===== src/rtl/fetch_stage.sv =====
// fetch_stage: program counter, next-PC select and IF/ID register feeding decode.
module fetch_stage #(
    parameter int                DATA_W    = 16,
    parameter logic [DATA_W-1:0] RESET_PC  = '0,
    parameter logic [DATA_W-1:0] NOP_INSTR = '0
) (
    input  logic              clk,
    input  logic              reset,
    input  logic              stall,
    input  logic              kill,
    input  logic [1:0]        pc_src,
    input  logic [DATA_W-1:0] jump_target,
    input  logic [DATA_W-1:0] branch_target,
    input  logic [DATA_W-1:0] ret_target,
    output logic [DATA_W-1:0] imem_addr,
    input  logic [DATA_W-1:0] imem_rdata,
    output logic [DATA_W-1:0] pc,
    output logic [DATA_W-1:0] id_instr,
    output logic [DATA_W-1:0] id_pc,
    output logic [DATA_W-1:0] id_pc_plus1,
    output logic              id_valid,
    output logic [15:0]       fetch_count,
    output logic [15:0]       kill_count,
    output logic [15:0]       stall_count
);
    logic [DATA_W-1:0] pc_inc;
    logic [DATA_W-1:0] next_pc;

    assign imem_addr = pc;
    assign pc_inc    = pc + {{(DATA_W-1){1'b0}}, 1'b1};

    always_comb begin
        next_pc = pc_src == 2'd0 ? pc_inc :
                  pc_src == 2'd1 ? jump_target :
                  pc_src == 2'd2 ? branch_target : ret_target;
    end

    // Counters add their own not-yet-saturated flag, so they stick at all-ones.
    always_ff @(posedge clk) begin
        if (reset) begin
            pc          <= RESET_PC;
            id_instr    <= NOP_INSTR;
            id_pc       <= '0;
            id_pc_plus1 <= '0;
            id_valid    <= 1'b0;
            fetch_count <= '0;
            kill_count  <= '0;
            stall_count <= '0;
        end else if (stall) begin
            stall_count <= stall_count + {15'd0, ~&stall_count};
        end else if (kill) begin
            pc          <= next_pc;
            id_instr    <= NOP_INSTR;
            id_pc       <= pc;
            id_pc_plus1 <= pc_inc;
            id_valid    <= 1'b0;
            kill_count  <= kill_count + {15'd0, ~&kill_count};
        end else begin
            pc          <= pc_inc;
            id_instr    <= imem_rdata;
            id_pc       <= pc;
            id_pc_plus1 <= pc_inc;
            id_valid    <= 1'b1;
            fetch_count <= fetch_count + {15'd0, ~&fetch_count};
        end
    end
endmodule


===== config.mk =====
export PLATFORM = sky130hd
export DESIGN_NAME = fetch_stage
export DESIGN_NICKNAME = d
export VERILOG_FILES = /design/src/rtl/fetch_stage.sv
export SDC_FILE = /design/constraint.sdc
export NUM_CORES = 1
export LEC_CHECK = 0
export CAP_MARGIN = 20
export CORE_ASPECT_RATIO = 1.1
export CORE_MARGIN = 2
export CORE_UTILIZATION = 48
export DETAILED_ROUTE_END_ITERATION = 8
export PLACE_DENSITY = 0.94
export SYNTH_ARGS = -nofsm -noshare
export SYNTH_HDL_FRONTEND = slang
export SYNTH_SLANG_ARGS = --single-unit

===== constraint.sdc =====
create_clock -name clk -period 6.4 [get_ports clk]
set_input_delay 0.64 -clock clk [delete_from_list [all_inputs] [get_ports clk]]
set_output_delay 0.64 -clock clk [all_outputs]
set_load 0.03 [all_outputs]

After elaboration in Yosys (flattened, before gate mapping). Cells that the tools add are included.

Register bits after elaboration: 113. Output and inout bits: 129.

Add/subtract/negate cells: 4. Equality and inequality tests: 2. Multiplexer cells: 6. Bitwise logic cells: 2. Reduce and logical (&&, ||, !) cells: 9.

Operators by type and width (number): $mux W16 (5); $add A16 B1 Y16 (3); $reduce_and A16 Y1 (3); $add A16 B1 Y16 const B (1); $reduce_and A2 Y1 (2); $logic_not A1 Y1 (3); $eq A2 B1 Y1 const B (1); $eq A2 B2 Y1 const B (1); $logic_not A2 Y1 (1); $not A1 Y1 (2); $mux W1 (1).

Longest topological paths before layout. Gate-level depths: netlist of run 1.

Depth after elaboration: 5. Gate-level depth with buffers: 9. Mapped depth without buffers: 9.

Least setup slack after synthesis of run 1. OpenSTA, ideal clock, no wires.

Path type: register to register. Start: register fetch_count[7]. End: register fetch_count[14]. Arrival time: 2.506 ns. Required time: 6.284 ns. Setup slack: 3.778 ns. Stages on the path, launching flop included: 9. Buffers on the path: 0. Period minus slack after synthesis: 2.622 ns. Cells stage by stage: dfxtp_1 > nand4_1 > or3_1 > or3_1 > ha_1 > ha_1 > or3b_2 > nor4_1 > a31o_2.

Cells in the longest elaborated chain, start to end: 3.

Ends and longest elaborated chain: start: declaration (line 22) `output logic [15:0] fetch_count,`; start signal: assignment (line 64) `fetch_count <= fetch_count + {15'd0, ~&fetch_count};`; $reduce_and A16 Y1 (line 64); $logic_not A1 Y1 (line 64); $add A16 B1 Y16 (*) (line 64).

Every way passes the cells marked *; elsewhere a longest branch is shown, timed or not. A chain may end at the register's enable or synchronous reset.

Worst setup path after layout of run 1.
Start: register fetch_count[7]. End: register fetch_count[10].

Same word-level chain as after synthesis.

==> flow_metrics.py, run 1 <==
metrics = {
    "critical_path": {
        "cp.arrival_ns": 3.00,
        "critPathSlowestCell": "or3_1",
        "reg2reg_slack_ns": 3.67,
        "path_cells": "nand4_1 -> or3_1 -> or3_1 -> ha_1 -> ha_1 -> or3b_2 -> nor4_1 -> xnor2_1 -> nor2_1",
        "r2r_end": "fetch_count[10]",
        "crit_required_ns": 6.66,
        "rr_startpoint": "fetch_count[7]",
        "critPathMaxStageDelay_ns": 0.46,
        "endpoint_kind": "flop",
        "crit_type": "flop to flop",
        "cp-start-kind": "flop",
        "worstRegToRegCells": 9,
        "crit_fanout": 6,
    },
    "cells_and_area": {
        "fillers": 771,
        "antenna_cells": 0,
        "multiInputGateArea_um2": 2770,
        "regArea_um2": 2260,
        "syn2layout_area_growth_pct": 49.6,
        "final_nets": 858,
        "layout-drive-gt1-share_pct": 7.05,
    },
    "logic_synthesis": {
        "async_flop_share_pct": 0,
        "yosys-top-cells-count": "dfxtp_1 (113), nor2_1 (99), nand2_1 (40), mux2i_1 (31)",
        "synth_top_area_share_pct": 42.4,
        "yosysTopAreaCell": "dfxtp_1",
        "synth_area_um2": 5340,
        "ys.flop_type": "dfxtp_1",
        "post-synth-top-count-cell": "dfxtp_1",
        "yosysWarnings": 0,
        "ys_seq_area_share_pct": 42.4,
        "synth-seq-cells": 113,
        "synth_fp_nets": 690,
        "synth.distinct_cells": 55,
        "postSynthAreaPerCell_um2": 8.71,
        "synth_edf_count": 0,
        "postSynthCellCount": 613,
        "synthTopCellsByArea": "dfxtp_1 (42%), nor2_1 (7.0%), mux2i_1 (5.8%), xnor2_1 (4.8%), xor2_1 (3.0%)",
    },
    "cts": {
        "clk_pin_slew_ns": 0.05,
        "cts_buffers": 17,
        "insertion_delay_ns": 0.39,
        "cts_tree": "built",
        "clock-root-buffer": "clkbuf_16",
        "ctsResizeCount": 0,
        "h-tree-depth": 4,
        "clock-sinks": 113,
        "cts_setup_buffers": 0,
        "holdBufCountCts": 0,
        "clockBufferDepth": 2,
    },
    "place": {
        "io_buffers": 198,
        "gp_congestion": 0.871,
        "hpwl_um": 11500,
        "pre_cts_ws_ns": 3.37,
    },
    "flow_run": {
        "max-cap-violations": 0,
    },
    "sta": {
        "rsz0062_at_grt": "false",
        "tightest_slew_ns": 1.05,
        "max_freq_mhz": 366,
        "layout_min_cycle_time_ns": 2.73,
        "setup_viol": 0,
        "fin_skew_ns": 0.00919,
        "tns_ns": 0,
        "hold_viol_final": 0,
        "timing.final.crit_share_pct": 42.7,
        "setup_ws_ns": 3.67,
        "final_max_slew_viol_count": 0,
        "slew_headroom_pct": 29.9,
    },
    "drt": {
        "dr.pass1.iters": 5,
        "drc_errors": 0,
        "drt-total-wl_um": 16300,
        "num_vias": 5330,
        "drt_iter0_drc": 350,
        "ant_nets": 0,
        "wl_per_cell_um": 17.3,
        "vias_per_cell": 5.66,
    },
    "floorplan": {
        "coreArea_um2": 10900,
        "fp.dieW_um": 105,
        "initial_utilization_pct": 49.0,
        "core.rowCount": 40,
        "die-area_um2": 12000,
        "die_y_um": 115,
        "ios": 199,
    },
    "pwr": {
        "p_leak_uw": 0.00286,
        "ir_drop_uv": 181,
        "power_density_nw_per_um2": 270,
    },
    "grt": {
        "grt_pass1_vias": 5092,
        "grt_antenna_before_repair": 0,
        "grt_pass1_wl_um": 25300,
        "grt_max_degree": 66,
        "grt_overflow": 0,
        "track_usage_pct": 26.3,
    },
    "run_status": {
        "status": "complete, no violations",
    },
    "min_path": {
        "min_from": "id_pc_plus1[2]",
        "hold_path_class": "flop to flop",
        "min_path_cells": 2,
        "holdPathEnd": "id_pc_plus1[2]",
    },
}
-- registers in the layout, indices dropped and copies added, names as in the netlist --
register     cells
kill_count      16
id_valid         1
imem_addr       16
stall_count     16
id_pc_plus1     16
fetch_count     16
id_instr        16
id_pc           16
-- layer usage --
metal	GRT usage, %	wire [µm]	part of all wire (%)	vias up
met2	48.7	8470	52	290
met4	9.96	306	1.9	0
met1	29.5	6250	38	2500
li1	-	-	-	2510
met3	6.15	1230	7.6	30
met5	0	0	0	-
-- cells by family (layout without fill, tap and decap cells) --
logic type      Yosys count  after routing  share of synthesized area [%]
simple gates            236            236                           21.6
mux                      37             37                           7.07
fa+ha+maj                 7              7                           1.64
compound gates          109            109                           13.9
buf+inv                  64            245                           5.81
flops                   113            113                           42.4
xor+xnor                 47             47                           7.71
-- power breakdown --
part	leakage, µW	switching (µW)	total, µW	internal [µW]
Combinational	0.00160	151	279	128
Clock	0.000348	307	1120	811
Sequential	0.000920	30.0	759	729
Total	0.00286	488	2160	1670
-- worst max path at each step --
stage	endpoint	cells past startpoint	start
2_1_floorplan	fetch_count[14]	8	fetch_count[7]
3_3_place_gp	imem_addr[7]	5	pc_src[0]
5_1_grt	fetch_count[10]	9	fetch_count[7]
4_1_cts	fetch_count[10]	9	fetch_count[7]
3_5_place_dp	imem_addr[7]	5	pc_src[0]
6_report	fetch_count[10]	9	fetch_count[7]
-- cell usage in the layout (no fill, tap or decap), drive strengths merged, types with 14 or more instances in the layout --
master	count
clkdlybuf4s50	196
dfxtp	113
nor2	99
nand2	40
mux2i	31
xnor2	29
a21oi	29
clkbuf	23
nand4	22
xor2	18
a22oi	17
nand3	17
a211oi	16
nor4	15
nor3	14
-- stage by stage --
stage	hold WS, ns	area [µm²]	power, µW	util [%]	cells
6_report	0.463	7990	2160	73.3	941
5_1_grt	0.480	7990	2220	73.3	941
4_1_cts	0.467	7970	2160	73.0	940
3_5_place_dp	0.459	7250	1050	66.5	908
3_3_place_gp	0.452	7250	1040	66.5	908
2_1_floorplan	0.591	5340	925	-	613
-- worst max-delay path, delay by kind of cell (launching register included) --
kind          cells  cell delay [ns]
xor+xnor          1             0.23
fa+ha+maj         2             0.47
flops             1             0.43
simple gates      6             1.47
-- layout make-up --
cell class / instances / share of cell area (%)
multi-input cells: 436 / 34.6
clock buffers: 23 / 6.11
clock inverters: 9 / 2.80
flip-flops and latches: 113 / 28.3
inverters: 11 / 0.517
well taps: 147 / 2.30
repair buffers: 202 / 25.3
No activity file was read; power rests on OpenSTA's default activity.
==> inputs of run 2 (changes only) <==
--- a/config.mk
+++ b/config.mk
@@ -8,9 +8,9 @@
 export CAP_MARGIN = 20
 export CORE_ASPECT_RATIO = 1.1
 export CORE_MARGIN = 2
-export CORE_UTILIZATION = 48
+export CORE_UTILIZATION = 45
 export DETAILED_ROUTE_END_ITERATION = 8
-export PLACE_DENSITY = 0.94
+export PLACE_DENSITY = 0.89
 export SYNTH_ARGS = -nofsm -noshare
 export SYNTH_HDL_FRONTEND = slang
 export SYNTH_SLANG_ARGS = --single-unit
==> constraint.sdc (replaced) <==
create_clock -name clk -period 2.72 [get_ports clk]
set_input_delay 0.272 -clock clk [delete_from_list [all_inputs] [get_ports clk]]
set_output_delay 0.272 -clock clk [all_outputs]
set_load 0.03 [all_outputs]
==> run 2 against run 1 <==
Against the previous run:
- die area rose by 6.4%
- final cell count rose by 1.6%
- clock power rose by 100%
- setup slack got worse by 3.5 ns
- sequential power rose by 130%
- non-clock buffer count rose by 12
- clock-buffer cell count fell by 3
- register-to-register slack got worse by 3.5 ns
- critical endpoint is now fetch_count[14]
==> flow_metrics.py, run 2 (synthesis gave the netlist of run 1 again) <==
metrics = {
    "sta": {
        "timing.final.crit_share_pct": 93.6,
        "fin_skew_ns": 0.00588,
        "hold_viol_final": 0,
        "layout_min_cycle_time_ns": 2.55,
        "slew_headroom_pct": 52.5,
        "tightest_slew_ns": 0.712,
        "setup_ws_ns": 0.173,
        "final_max_slew_viol_count": 0,
        "setup_viol": 0,
        "max_freq_mhz": 393,
    },
    "grt": {
        "met2_usage_pct": 46.5,
        "busiest_layer": "met2",
        "grt_pass1_vias": 5393,
        "grt_max_degree": 107,
        "grt.met3_usage_pct": 6.84,
        "met1_usage_pct": 28.1,
        "track_usage_pct": 26.0,
        "grt_overflow": 0,
        "grt_antenna_before_repair": 0,
        "grt_pass1_wl_um": 26300,
    },
    "cts": {
        "clock-root-buffer": "clkbuf_16",
        "clk_pin_slew_ns": 0.05,
        "clock-sinks": 113,
        "h-tree-depth": 4,
        "clockBufferDepth": 2,
        "ctsResizeCount": 0,
        "holdBufCountCts": 0,
        "insertion_delay_ns": 0.41,
        "cts_buffers": 17,
        "cts_tree": "built",
    },
    "floorplan": {
        "ios": 199,
        "fp.dieW_um": 108,
        "core.rowCount": 41,
        "initial_utilization_pct": 46.3,
        "coreArea_um2": 11500,
        "die_y_um": 118,
        "die-area_um2": 12800,
    },
    "critical_path": {
        "endpoint_kind": "flop",
        "crit_required_ns": 3.01,
        "cp-start-kind": "flop",
        "cp.arrival_ns": 2.84,
        "crit_type": "flop to flop",
        "crit_fanout": 5,
    },
    "drt": {
        "drc_errors": 0,
        "drt-total-wl_um": 16600,
        "drt_iter0_drc": 279,
        "vias_per_cell": 5.57,
        "ant_nets": 0,
        "num_vias": 5328,
        "dr.pass1.iters": 5,
        "wl_per_cell_um": 17.3,
    },
    "flow_run": {
        "max-cap-violations": 0,
    },
    "pwr": {
        "power_density_nw_per_um2": 592,
        "p_leak_uw": 0.00285,
        "ir_drop_uv": 346,
    },
    "cells_and_area": {
        "layout_common_cells": "clkdlybuf4s50_1 (196), dfxtp_1 (113), nor2_1 (99)",
        "final_common_cell": "clkdlybuf4s50_1",
        "syn2layout_area_growth_pct": 49.4,
        "final_area_um2": 7980,
        "final_nets": 870,
        "layout-drive-gt1-share_pct": 8.56,
        "stdcell_count": 956,
        "antenna_cells": 0,
    },
    "place": {
        "dp_cells": 923,
        "place_area_um2": 7360,
        "hpwl_um": 11800,
        "pre_cts_ws_ns": 0.144,
        "io_buffers": 198,
        "gp_congestion": 0.840,
    },
    "min_path": {
        "hold_path_class": "primary input to flop",
    },
    "run_status": {
        "status": "complete, no violations",
    },
}
run 2: changes by cell type in the layout (fill, tap and decap cells not counted), sizes merged:
cell      delta
bufinv       -4
clkinv       +2
buf         +12
clkinvlp     +5
clkbuf       -3
run 2: path summary, 6_finish.rpt:
kind / startpoint / to / slack, ns / cells past startpoint
hold / removal: reset / stall_count[2] / 0.41 / 3
setup / recovery: fetch_count[8] / fetch_count[14] / 0.17 / 8
setup reg to reg: fetch_count[8] / fetch_count[14] / 0.17 / 8
hold reg to reg: id_pc[15] / id_pc[15] / 0.46 / 2
run 2: per-layer routing:
metal / share of wire [%] / up-vias
met5: 0 / -
met4: 2.8 / 0
met3: 6.8 / 30
met2: 52 / 230
met1: 38 / 2536
li1: - / 2532
run 2: timing repair:
item,in CTS,in global routing
setup endpoints to repair,0,3
endpoints found under the hold margin,0,0
buffers inserted,0,1
run 2: worst max-delay path: stages (launching register included):
cell and delay (ns):
dfxtp_1 0.41, nand4_1 0.16, or3_1 0.42, or3_1 0.38, ha_1 0.23, ha_1 0.24, or3b_2 0.27, nor4_1 0.08
a31o_2 0.23
run 2: stage by stage:
step	utilization, %	TNS [ns]	hold WS [ns]	power [µW]
finish	69.2	0	0.408	4730
CTS	69.1	0	0.400	4750
detailed placement	63.8	0	0.459	2480
global route	69.2	-0.0678	0.415	4880
floorplan	-	0	0.416	2180
global placement	63.8	0	0.454	2460
run 2: power breakdown:
| group | internal [µW] | switching, µW |
|---|---|---|
| Clock | 1490 | 790 |
| Sequential | 1710 | 66.4 |
| Combinational | 308 | 359 |
| Total | 3510 | 1220 |
run 2: area by class of cell:
cell class	instances	area (µm²)
Clock buffer	20	457
Sequential cell	113	2260
Timing Repair Buffer	214	2110
Fill cell	897	3560
Multi-Input combinational cell	436	2770
Inverter	11	41.3
Tap cell	150	188
Clock inverter	12	159
